===== src/rtl/reg_rename_file_pkg.sv =====
// Shared definitions for the register rename file.
//   ROB_TAG_W  : ROB tag width; tag 0 means "no producer / ready"
//   TAG_NONE   : the "no producer" tag value
//   NUM_REGS   : architectural register count
//   REG_IDX_W  : architectural register index width
//   map_entry_t: one tag-map entry {valid, rd_idx}
package reg_rename_file_pkg;

   localparam int                   ROB_TAG_W = 4;
   localparam logic [ROB_TAG_W-1:0] TAG_NONE  = '0;
   localparam int                   NUM_REGS  = 32;
   localparam int                   REG_IDX_W = 5;

   typedef struct packed {
      logic                 valid;
      logic [REG_IDX_W-1:0] rd_idx;
   } map_entry_t;

endpackage


===== src/rtl/reg_rename_file_tag_map.sv =====
// tag_map: ROB tag -> destination register table.
//   clk_i, rst_i   : clock, async active-high reset
//   rdy_i          : global enable; low freezes the table
//   flush_i        : invalidate every entry (write port ignored)
//   wr_en_i        : dispatch write of {1, wr_rd_i} at wr_tag_i
//   wr_tag_i/wr_rd_i
//   lk_tag_i       : commit lookup tag
//   lk_inv_i       : invalidate the looked-up entry at the edge
//   lk_valid_o     : lookup hit (nonzero tag, entry valid)
//   lk_rd_o        : destination register of the looked-up entry
module tag_map
   import reg_rename_file_pkg::*;
#(
   parameter int TAG_W    = 4,
   parameter int NUM_TAGS = 16
) (
   input  logic                 clk_i,
   input  logic                 rst_i,
   input  logic                 rdy_i,
   input  logic                 flush_i,
   input  logic                 wr_en_i,
   input  logic [TAG_W-1:0]     wr_tag_i,
   input  logic [REG_IDX_W-1:0] wr_rd_i,
   input  logic [TAG_W-1:0]     lk_tag_i,
   input  logic                 lk_inv_i,
   output logic                 lk_valid_o,
   output logic [REG_IDX_W-1:0] lk_rd_o
);

   map_entry_t map_q [NUM_TAGS];
   map_entry_t map_d [NUM_TAGS];

   assign lk_valid_o = (lk_tag_i != '0) && map_q[lk_tag_i].valid;
   assign lk_rd_o    = map_q[lk_tag_i].rd_idx;

   // Write after invalidate: a dispatch reusing the committing tag (ROB wrap)
   // leaves the new mapping in place.
   always_comb begin
      for (int i = 0; i < NUM_TAGS; i++) map_d[i] = map_q[i];
      if (flush_i) begin
         for (int i = 0; i < NUM_TAGS; i++) map_d[i].valid = 1'b0;
      end else begin
         if (lk_inv_i) map_d[lk_tag_i].valid = 1'b0;
         if (wr_en_i)  map_d[wr_tag_i] = '{valid: 1'b1, rd_idx: wr_rd_i};
      end
   end

   always_ff @(posedge clk_i or posedge rst_i) begin
      if (rst_i) begin
         for (int i = 0; i < NUM_TAGS; i++) map_q[i] <= '0;
      end else if (rdy_i) begin
         for (int i = 0; i < NUM_TAGS; i++) map_q[i] <= map_d[i];
      end
   end

endmodule


===== src/rtl/reg_rename_file.sv =====
// reg_rename_file: architectural registers with per-register rename tags,
// retiring ROB commit broadcasts.
//   clk_in, rst_in          : clock, async active-high reset
//   rdy_in                  : global enable; low freezes all state
//   disp_valid/rd_idx/rob_tag : dispatch rename
//   cdb_active/tag/val      : ROB head commit broadcast
//   predict_fail            : flush all renames
//   rs1_idx, rs2_idx        : operand register indices
//   rs1_val/tag, rs2_val/tag: operand value, or producing tag (0 = ready)
//   commit_cnt              : number of retired register writes
module reg_rename_file
   import reg_rename_file_pkg::*;
#(
   parameter int TAG_W    = ROB_TAG_W,
   parameter int NUM_TAGS = 16
) (
   input  logic                 clk_in,
   input  logic                 rst_in,
   input  logic                 rdy_in,
   input  logic                 disp_valid,
   input  logic [REG_IDX_W-1:0] disp_rd_idx,
   input  logic [TAG_W-1:0]     disp_rob_tag,
   input  logic                 cdb_active,
   input  logic [TAG_W-1:0]     cdb_tag,
   input  logic [31:0]          cdb_val,
   input  logic                 predict_fail,
   input  logic [REG_IDX_W-1:0] rs1_idx,
   input  logic [REG_IDX_W-1:0] rs2_idx,
   output logic [31:0]          rs1_val,
   output logic [TAG_W-1:0]     rs1_tag,
   output logic [31:0]          rs2_val,
   output logic [TAG_W-1:0]     rs2_tag,
   output logic [31:0]          commit_cnt
);

   logic [31:0]          regs_q    [NUM_REGS];
   logic [31:0]          regs_d    [NUM_REGS];
   logic [TAG_W-1:0]     reg_tag_q [NUM_REGS];
   logic [TAG_W-1:0]     reg_tag_d [NUM_REGS];
   logic [31:0]          commit_cnt_q;
   logic                 map_hit;
   logic [REG_IDX_W-1:0] commit_rd;
   logic                 commit_en;
   logic                 disp_en;

   assign commit_en = rdy_in && cdb_active && map_hit;
   assign disp_en   = rdy_in && disp_valid && !predict_fail &&
                      (disp_rd_idx != '0) && (disp_rob_tag != '0);

   tag_map #(.TAG_W(TAG_W), .NUM_TAGS(NUM_TAGS)) u_tag_map (
      .clk_i      (clk_in),
      .rst_i      (rst_in),
      .rdy_i      (rdy_in),
      .flush_i    (predict_fail),
      .wr_en_i    (disp_en),
      .wr_tag_i   (disp_rob_tag),
      .wr_rd_i    (disp_rd_idx),
      .lk_tag_i   (cdb_tag),
      .lk_inv_i   (commit_en),
      .lk_valid_o (map_hit),
      .lk_rd_o    (commit_rd)
   );

   // Dispatch is applied after the commit clear so a same-cycle rename of the
   // committing register wins; a flush still lets the commit write land.
   always_comb begin
      for (int i = 0; i < NUM_REGS; i++) begin
         regs_d[i]    = regs_q[i];
         reg_tag_d[i] = reg_tag_q[i];
      end
      if (commit_en && commit_rd != '0) begin
         regs_d[commit_rd] = cdb_val;
         if (reg_tag_q[commit_rd] == cdb_tag) reg_tag_d[commit_rd] = '0;
      end
      if (predict_fail) begin
         for (int i = 0; i < NUM_REGS; i++) reg_tag_d[i] = '0;
      end else if (disp_en) begin
         reg_tag_d[disp_rd_idx] = disp_rob_tag;
      end
   end

   always_ff @(posedge clk_in or posedge rst_in) begin
      if (rst_in) begin
         for (int i = 0; i < NUM_REGS; i++) begin
            regs_q[i]    <= '0;
            reg_tag_q[i] <= '0;
         end
         commit_cnt_q <= '0;
      end else if (rdy_in) begin
         for (int i = 0; i < NUM_REGS; i++) begin
            regs_q[i]    <= regs_d[i];
            reg_tag_q[i] <= reg_tag_d[i];
         end
         if (commit_en) commit_cnt_q <= commit_cnt_q + 32'd1;
      end
   end

   assign commit_cnt = commit_cnt_q;

   // Operand read with CDB bypass; x0 is hardwired to ready zero.
   function automatic logic [32+TAG_W-1:0] read_port(input logic [REG_IDX_W-1:0] idx);
      logic [TAG_W-1:0] t;
      t = reg_tag_q[idx];
      if (idx == '0)                                 return '0;
      if (t != '0 && cdb_active && cdb_tag == t)     return {cdb_val, {TAG_W{1'b0}}};
      return {regs_q[idx], t};
   endfunction

   always_comb begin
      {rs1_val, rs1_tag} = read_port(rs1_idx);
      {rs2_val, rs2_tag} = read_port(rs2_idx);
   end

endmodule


===== config.mk =====
export PLATFORM = sky130hd
export DESIGN_NAME = reg_rename_file
export DESIGN_NICKNAME = d
export VERILOG_FILES = /design/src/rtl/reg_rename_file_pkg.sv /design/src/rtl/reg_rename_file_tag_map.sv /design/src/rtl/reg_rename_file.sv
export SDC_FILE = /design/constraint.sdc
export NUM_CORES = 2
export LEC_CHECK = 0
export BUFFER_PORTS_ARGS = -buffer_cell sky130_fd_sc_hd__buf_4
export CORE_MARGIN = 2
export CORE_UTILIZATION = 54
export DETAILED_ROUTE_END_ITERATION = 6
export HOLD_SLACK_MARGIN = 0.06
export PLACE_DENSITY = 0.7
export SKIP_LAST_GASP = 1
export SLEW_MARGIN = 20
export SYNTH_ARGS = -nofsm -noshare
export SYNTH_HDL_FRONTEND = slang
export SYNTH_SLANG_ARGS = --single-unit

===== constraint.sdc =====
create_clock -name clk_in -period 56 [get_ports clk_in]
set_input_delay 5.6 -clock clk_in [delete_from_list [all_inputs] [get_ports clk_in]]
set_output_delay 5.6 -clock clk_in [all_outputs]
set_load 0.05 [all_outputs]

==> results <==
- The run finished, with violations left.
- The final reports fail on design-rule violations.
- Counting instances, the worst hold path has a depth of 0.
- The number of antenna diodes in the final layout is 0.
- For this configuration, the core starts out at a cell density of ~54%.
- The endpoint arrival time on the critical path is 11600 ps.
- The number of synthesized register bits is around 1300.
- The post-layout net count is around 5300.
- The per-cell via count in the routed design is 6.956.
- TritonCTS built the clock tree.
- VDD sags by at most a little over 30 uV.
- After layout, the minimum clock period comes to 17200 ps.
- The total of endpoints with negative setup slack in the final report is 0.
- The clock sink count is around 1300.
- The fraction of synthesis flops using an asynchronous set or reset pin is 100.0%.
- The start point of the worst hold path is u_tag_map.map_q[91].
- The proportion of power drawn by flip-flops and latches is 44.9%.
- Before antenna repair, the detailed router went through 7 iterations.
- The internal power summed over all cells is 1.622 mW.
- The post-route clock skew is between 40 and 50 ps.
- The number of antenna violations at the first check in global routing was 3.
- For this design the static power due to leakage is around 36 nW.
- The switching power as a share of total power is approximately 26%.
- The clock share of power is 44.0%.
- In this run, post-CTS hold repair placed 0 buffers.
- The number of endpoints with negative hold slack in the final report is 0.
- The final-layout fill cell count is ~10000.
- The final-layout worst hold slack is between 300 and 400 ps.
- The count of pins over their slew limit came to 0.
- Counting along the longest clock path gives a buffer depth of 3.
- The number of synthesis warnings is 0.
- The height of the die is approximately 370 um.
- In this design, the stage delay of the slowest critical-path cell is approximately 870 ps.
- The critical path is of the primary input to output pin type.
- The startpoint of the worst register-to-register path is u_tag_map.map_q[49].
- The launching element type of the critical path is a primary input.
- Compared with the post-synthesis result, the final layout area differs by 9.497%.
- After clock tree synthesis, the clock-pin slew on the worst setup and hold paths is ~60 ps.
- The slowest stage of the critical path is the sky130_fd_sc_hd__buf_4 cell.
- The count of distinct cell types in the synthesized netlist is 46.
- The number of global-route vias before repair came to 49480.
- For the worst-skew pair, the clock arrives at the later sink with an insertion delay of 810 ps.
- The area of the mapped netlist is just over 0.07 mm^2.
- The number of DRC violations after detailed routing is 10.
- The count of input and output buffers is roughly 160.
- The maximum achievable frequency is ~58 MHz.
- The mean instance size in the synthesized netlist is around 13 um^2.
- At the worst endpoint, the required time is slightly above 50000 ps.
- In this run the remaining antenna-violating nets after routing total 0.
- Traced cell by cell, the critical path runs through buf_8 -> buf_4 -> buf_12 -> mux4_2 -> mux4_2 -> mux2i_1 -> a311oi_1 -> a21oi_1 -> or4_4 -> o21ai_0 -> nor2_1 -> buf_4.
- After detailed routing, the average wire length per cell comes to 30.30 um.
- The critical register-to-register path endpoint is reg_tag_q[105].
- Sequential cells were found to cover around 45% of the synthesized design area.
- Once the clock tree was built, the resizer swapped 0 gates to a different size.
- Routability-driven placement finished with a final weighted congestion of approximately 0.96.
- The worst hold path endpoint is u_tag_map.map_q[91].
- The die outline area is 0.1350 mm^2.
- The share of final-layout standard cells stronger than drive strength 1 is approximately two fifths.
- The net switching power is between 0.5 and 0.6 mW.
- When the netlist entered floorplanning its net count stood at 5523.
- Dividing the final minimum period by the clock period gives a little under a third.
- The cell at the root of the clock tree is sky130_fd_sc_hd__clkbuf_16.
- Setup repair after global routing left no endpoint under its margin.
- The number of top-level design ports is about 170.
- Post-CTS timing repair inserted 0 buffers for setup.
- The number of cells on the worst reg-to-reg path is 12.
- The number of standard-cell rows in the floorplan is about 130.
- Detailed routing inserted a total of just under 50000 vias.
- The all-layer global routing usage is between 30 and 40%.
- Per report_power, the combinational group accounts for between 10% and 20% of the total.
- The total power is roughly 2.2 mW.
- For the pin with the worst max-slew slack, the measured transition is between 1000 and 1500 ps.
- After technology mapping, the gate count stands at 5461.
- Summed over all failing endpoints, the final setup total negative slack is 0 ps.
- The overall die width is between 300 and 400 um.
- The max-slew headroom at the worst pin is between 20% and 30%.
- STA classifies the critical path endpoint as an output pin.
- The prevailing post-synth register cell is sky130_fd_sc_hd__dfrtp_1.
- TritonCTS created roughly 140 clock buffers.
- The total global routing overflow is 0.
- The path class of the tightest hold or removal check is flop to flop.
- The maximum fanout encountered on the critical timing path is approximately 150.
- The tool flagged a number of max-cap violations equal to 0.
- The number of DRC markers after the initial detailed-route iteration is 6496.
- In this run the number of H-tree levels came out at 4.
- Cells fill about three fifths of the core in the end.
- The first global-routing pass estimated between 300 and 400 mm of wire.
- The minimum setup slack among reg-to-reg paths is between 50000 and 60000 ps.
- The synthesized design contains 0 enable-type register cells.
- The core outline area is roughly 0.13 mm^2.
- After detailed routing, the total wire length is around 210 mm.
- For this design the ratio of total power to cell area is ~28 mW/mm^2.
- Detailed placement ended at an HPWL of roughly 120 mm.
- The maximum number of pins on one net before global-route repair is approximately 190.
## critical path, delay by kind of cell
| kind | cells | cell delay (ps) |
|---|---|---|
| buffers and inverters | 4 | 2410 |
| multiplexers | 3 | 1610 |
| AND/OR/NAND/NOR | 2 | 960 |
| AO/OA/AOI/OAI | 3 | 830 |
## how the worst max path moves through the flow
stage / startpoint / to / slack (ps)
after detailed placement: rs1_idx[0] / rs1_tag[1] / 38740
final: rs2_idx[1] / rs2_tag[0] / 38800
after floorplan: rst_in / commit_cnt[0] / 14350
after CTS: rs1_idx[0] / rs1_tag[1] / 38720
after global placement: rs1_idx[0] / rs1_tag[1] / 38750
after global routing: rs1_idx[0] / rs1_tag[1] / 38410
## routing by layer
metal | GRT usage (%) | vias up | share of wire [%]
met5 | 0 | - | 0.013
met4 | 14.34 | 4 | 4.9
met3 | 7.912 | 640 | 10
met2 | 50.23 | 2755 | 47
met1 | 42.86 | 25870 | 38
li1 | - | 20090 | -
## kinds of logic after synthesis
group           synth area share (%)
buf+inv                        3.325
fa+ha+maj                    0.01754
compound gates                 4.933
xor+xnor                      0.5033
mux                            38.42
flops                          44.86
simple gates                   7.941
## metrics by stage
step | instances | worst slack [ps] | cell area, um^2
final | 7095 | 38800 | 78120
after global routing | 7095 | 38410 | 78120
after CTS | 7093 | 38720 | 78060
after detailed placement | 6837 | 38740 | 73260
after global placement | 6837 | 38750 | 73260
after floorplan | 5461 | 14350 | 71340
## registers in the layout, indices dropped and copies added, names as in the netlist
signal / flops
u_tag_map.map_q: 95
regs_q: 1024
commit_cnt: 32
reg_tag_q: 128
## area by class of cell
class	count	area (um^2)	share of cell area, %
Sequential cell	1279	32010	40.97
Clock buffer	207	4130	5.287
Tap cell	1755	2196	2.811
Timing Repair Buffer	239	1952	2.499
Multi-Input combinational cell	3561	37130	47.54
Clock inverter	49	673.1	0.8617
Inverter	5	26.28	0.03364
## synth_stat cells, types with 17 or more instances
cell type                  count  area, um^2
sky130_fd_sc_hd__a21oi_1     128       640.6
sky130_fd_sc_hd__a21o_1       34       255.2
sky130_fd_sc_hd__buf_1       102       382.9
sky130_fd_sc_hd__mux2_2      874        9842
sky130_fd_sc_hd__and3_1       21       131.4
sky130_fd_sc_hd__nand2_1     638        2395
sky130_fd_sc_hd__a211oi_1     64       480.5
sky130_fd_sc_hd__mux2i_1      73       730.7
sky130_fd_sc_hd__o21ai_0     166       830.8
sky130_fd_sc_hd__a31oi_1      72       450.4
sky130_fd_sc_hd__clkbuf_1    481        1805
sky130_fd_sc_hd__nor3_1       74       370.4
sky130_fd_sc_hd__xnor2_1      29       254.0
sky130_fd_sc_hd__o22ai_1      17       106.4
sky130_fd_sc_hd__and2_1       47       294.0
sky130_fd_sc_hd__a31o_2       40       350.3
sky130_fd_sc_hd__nand3b_1     86       645.6
sky130_fd_sc_hd__nand3_1      89       445.4
sky130_fd_sc_hd__nor2_1      204       765.7
sky130_fd_sc_hd__a32oi_1      32       280.3
sky130_fd_sc_hd__buf_2        33       165.2
sky130_fd_sc_hd__or2_2        32       200.2
sky130_fd_sc_hd__mux4_2      744       16760
sky130_fd_sc_hd__dfrtp_1    1279       32010
## cells in the final DEF (no fill, tap or decap), types with 15 or more instances in the layout
master,count
sky130_fd_sc_hd__dfrtp_1,1279
sky130_fd_sc_hd__mux2_2,874
sky130_fd_sc_hd__mux4_2,744
sky130_fd_sc_hd__nand2_1,638
sky130_fd_sc_hd__buf_4,222
sky130_fd_sc_hd__nor2_1,194
sky130_fd_sc_hd__o21ai_0,166
sky130_fd_sc_hd__clkbuf_16,144
sky130_fd_sc_hd__a21oi_1,128
sky130_fd_sc_hd__nand3_1,89
sky130_fd_sc_hd__nand3b_1,86
sky130_fd_sc_hd__mux2i_1,73
sky130_fd_sc_hd__a31oi_1,72
sky130_fd_sc_hd__nor3_1,71
sky130_fd_sc_hd__a211oi_1,64
sky130_fd_sc_hd__and2_1,47
sky130_fd_sc_hd__a31o_2,40
sky130_fd_sc_hd__a21o_1,34
sky130_fd_sc_hd__clkbuf_1,34
sky130_fd_sc_hd__a32oi_1,32
sky130_fd_sc_hd__xnor2_1,29
sky130_fd_sc_hd__clkbuf_8,29
sky130_fd_sc_hd__or2_4,21
sky130_fd_sc_hd__and3_1,21
sky130_fd_sc_hd__o22ai_1,17
sky130_fd_sc_hd__clkinv_2,15
## power groups by stage
stage / registers, mW / clock network (mW) / logic, mW
5_1_grt: 0.987 / 1.02 / 0.260
2_1_floorplan: 0.999 / 0 / 0.175
3_5_place_dp: 0.998 / 0 / 0.243
4_1_cts: 0.982 / 0.975 / 0.243
6_report: 0.983 / 0.964 / 0.245
3_3_place_gp: 0.996 / 0 / 0.239
Note: power is estimated with default switching activity, not from simulation.
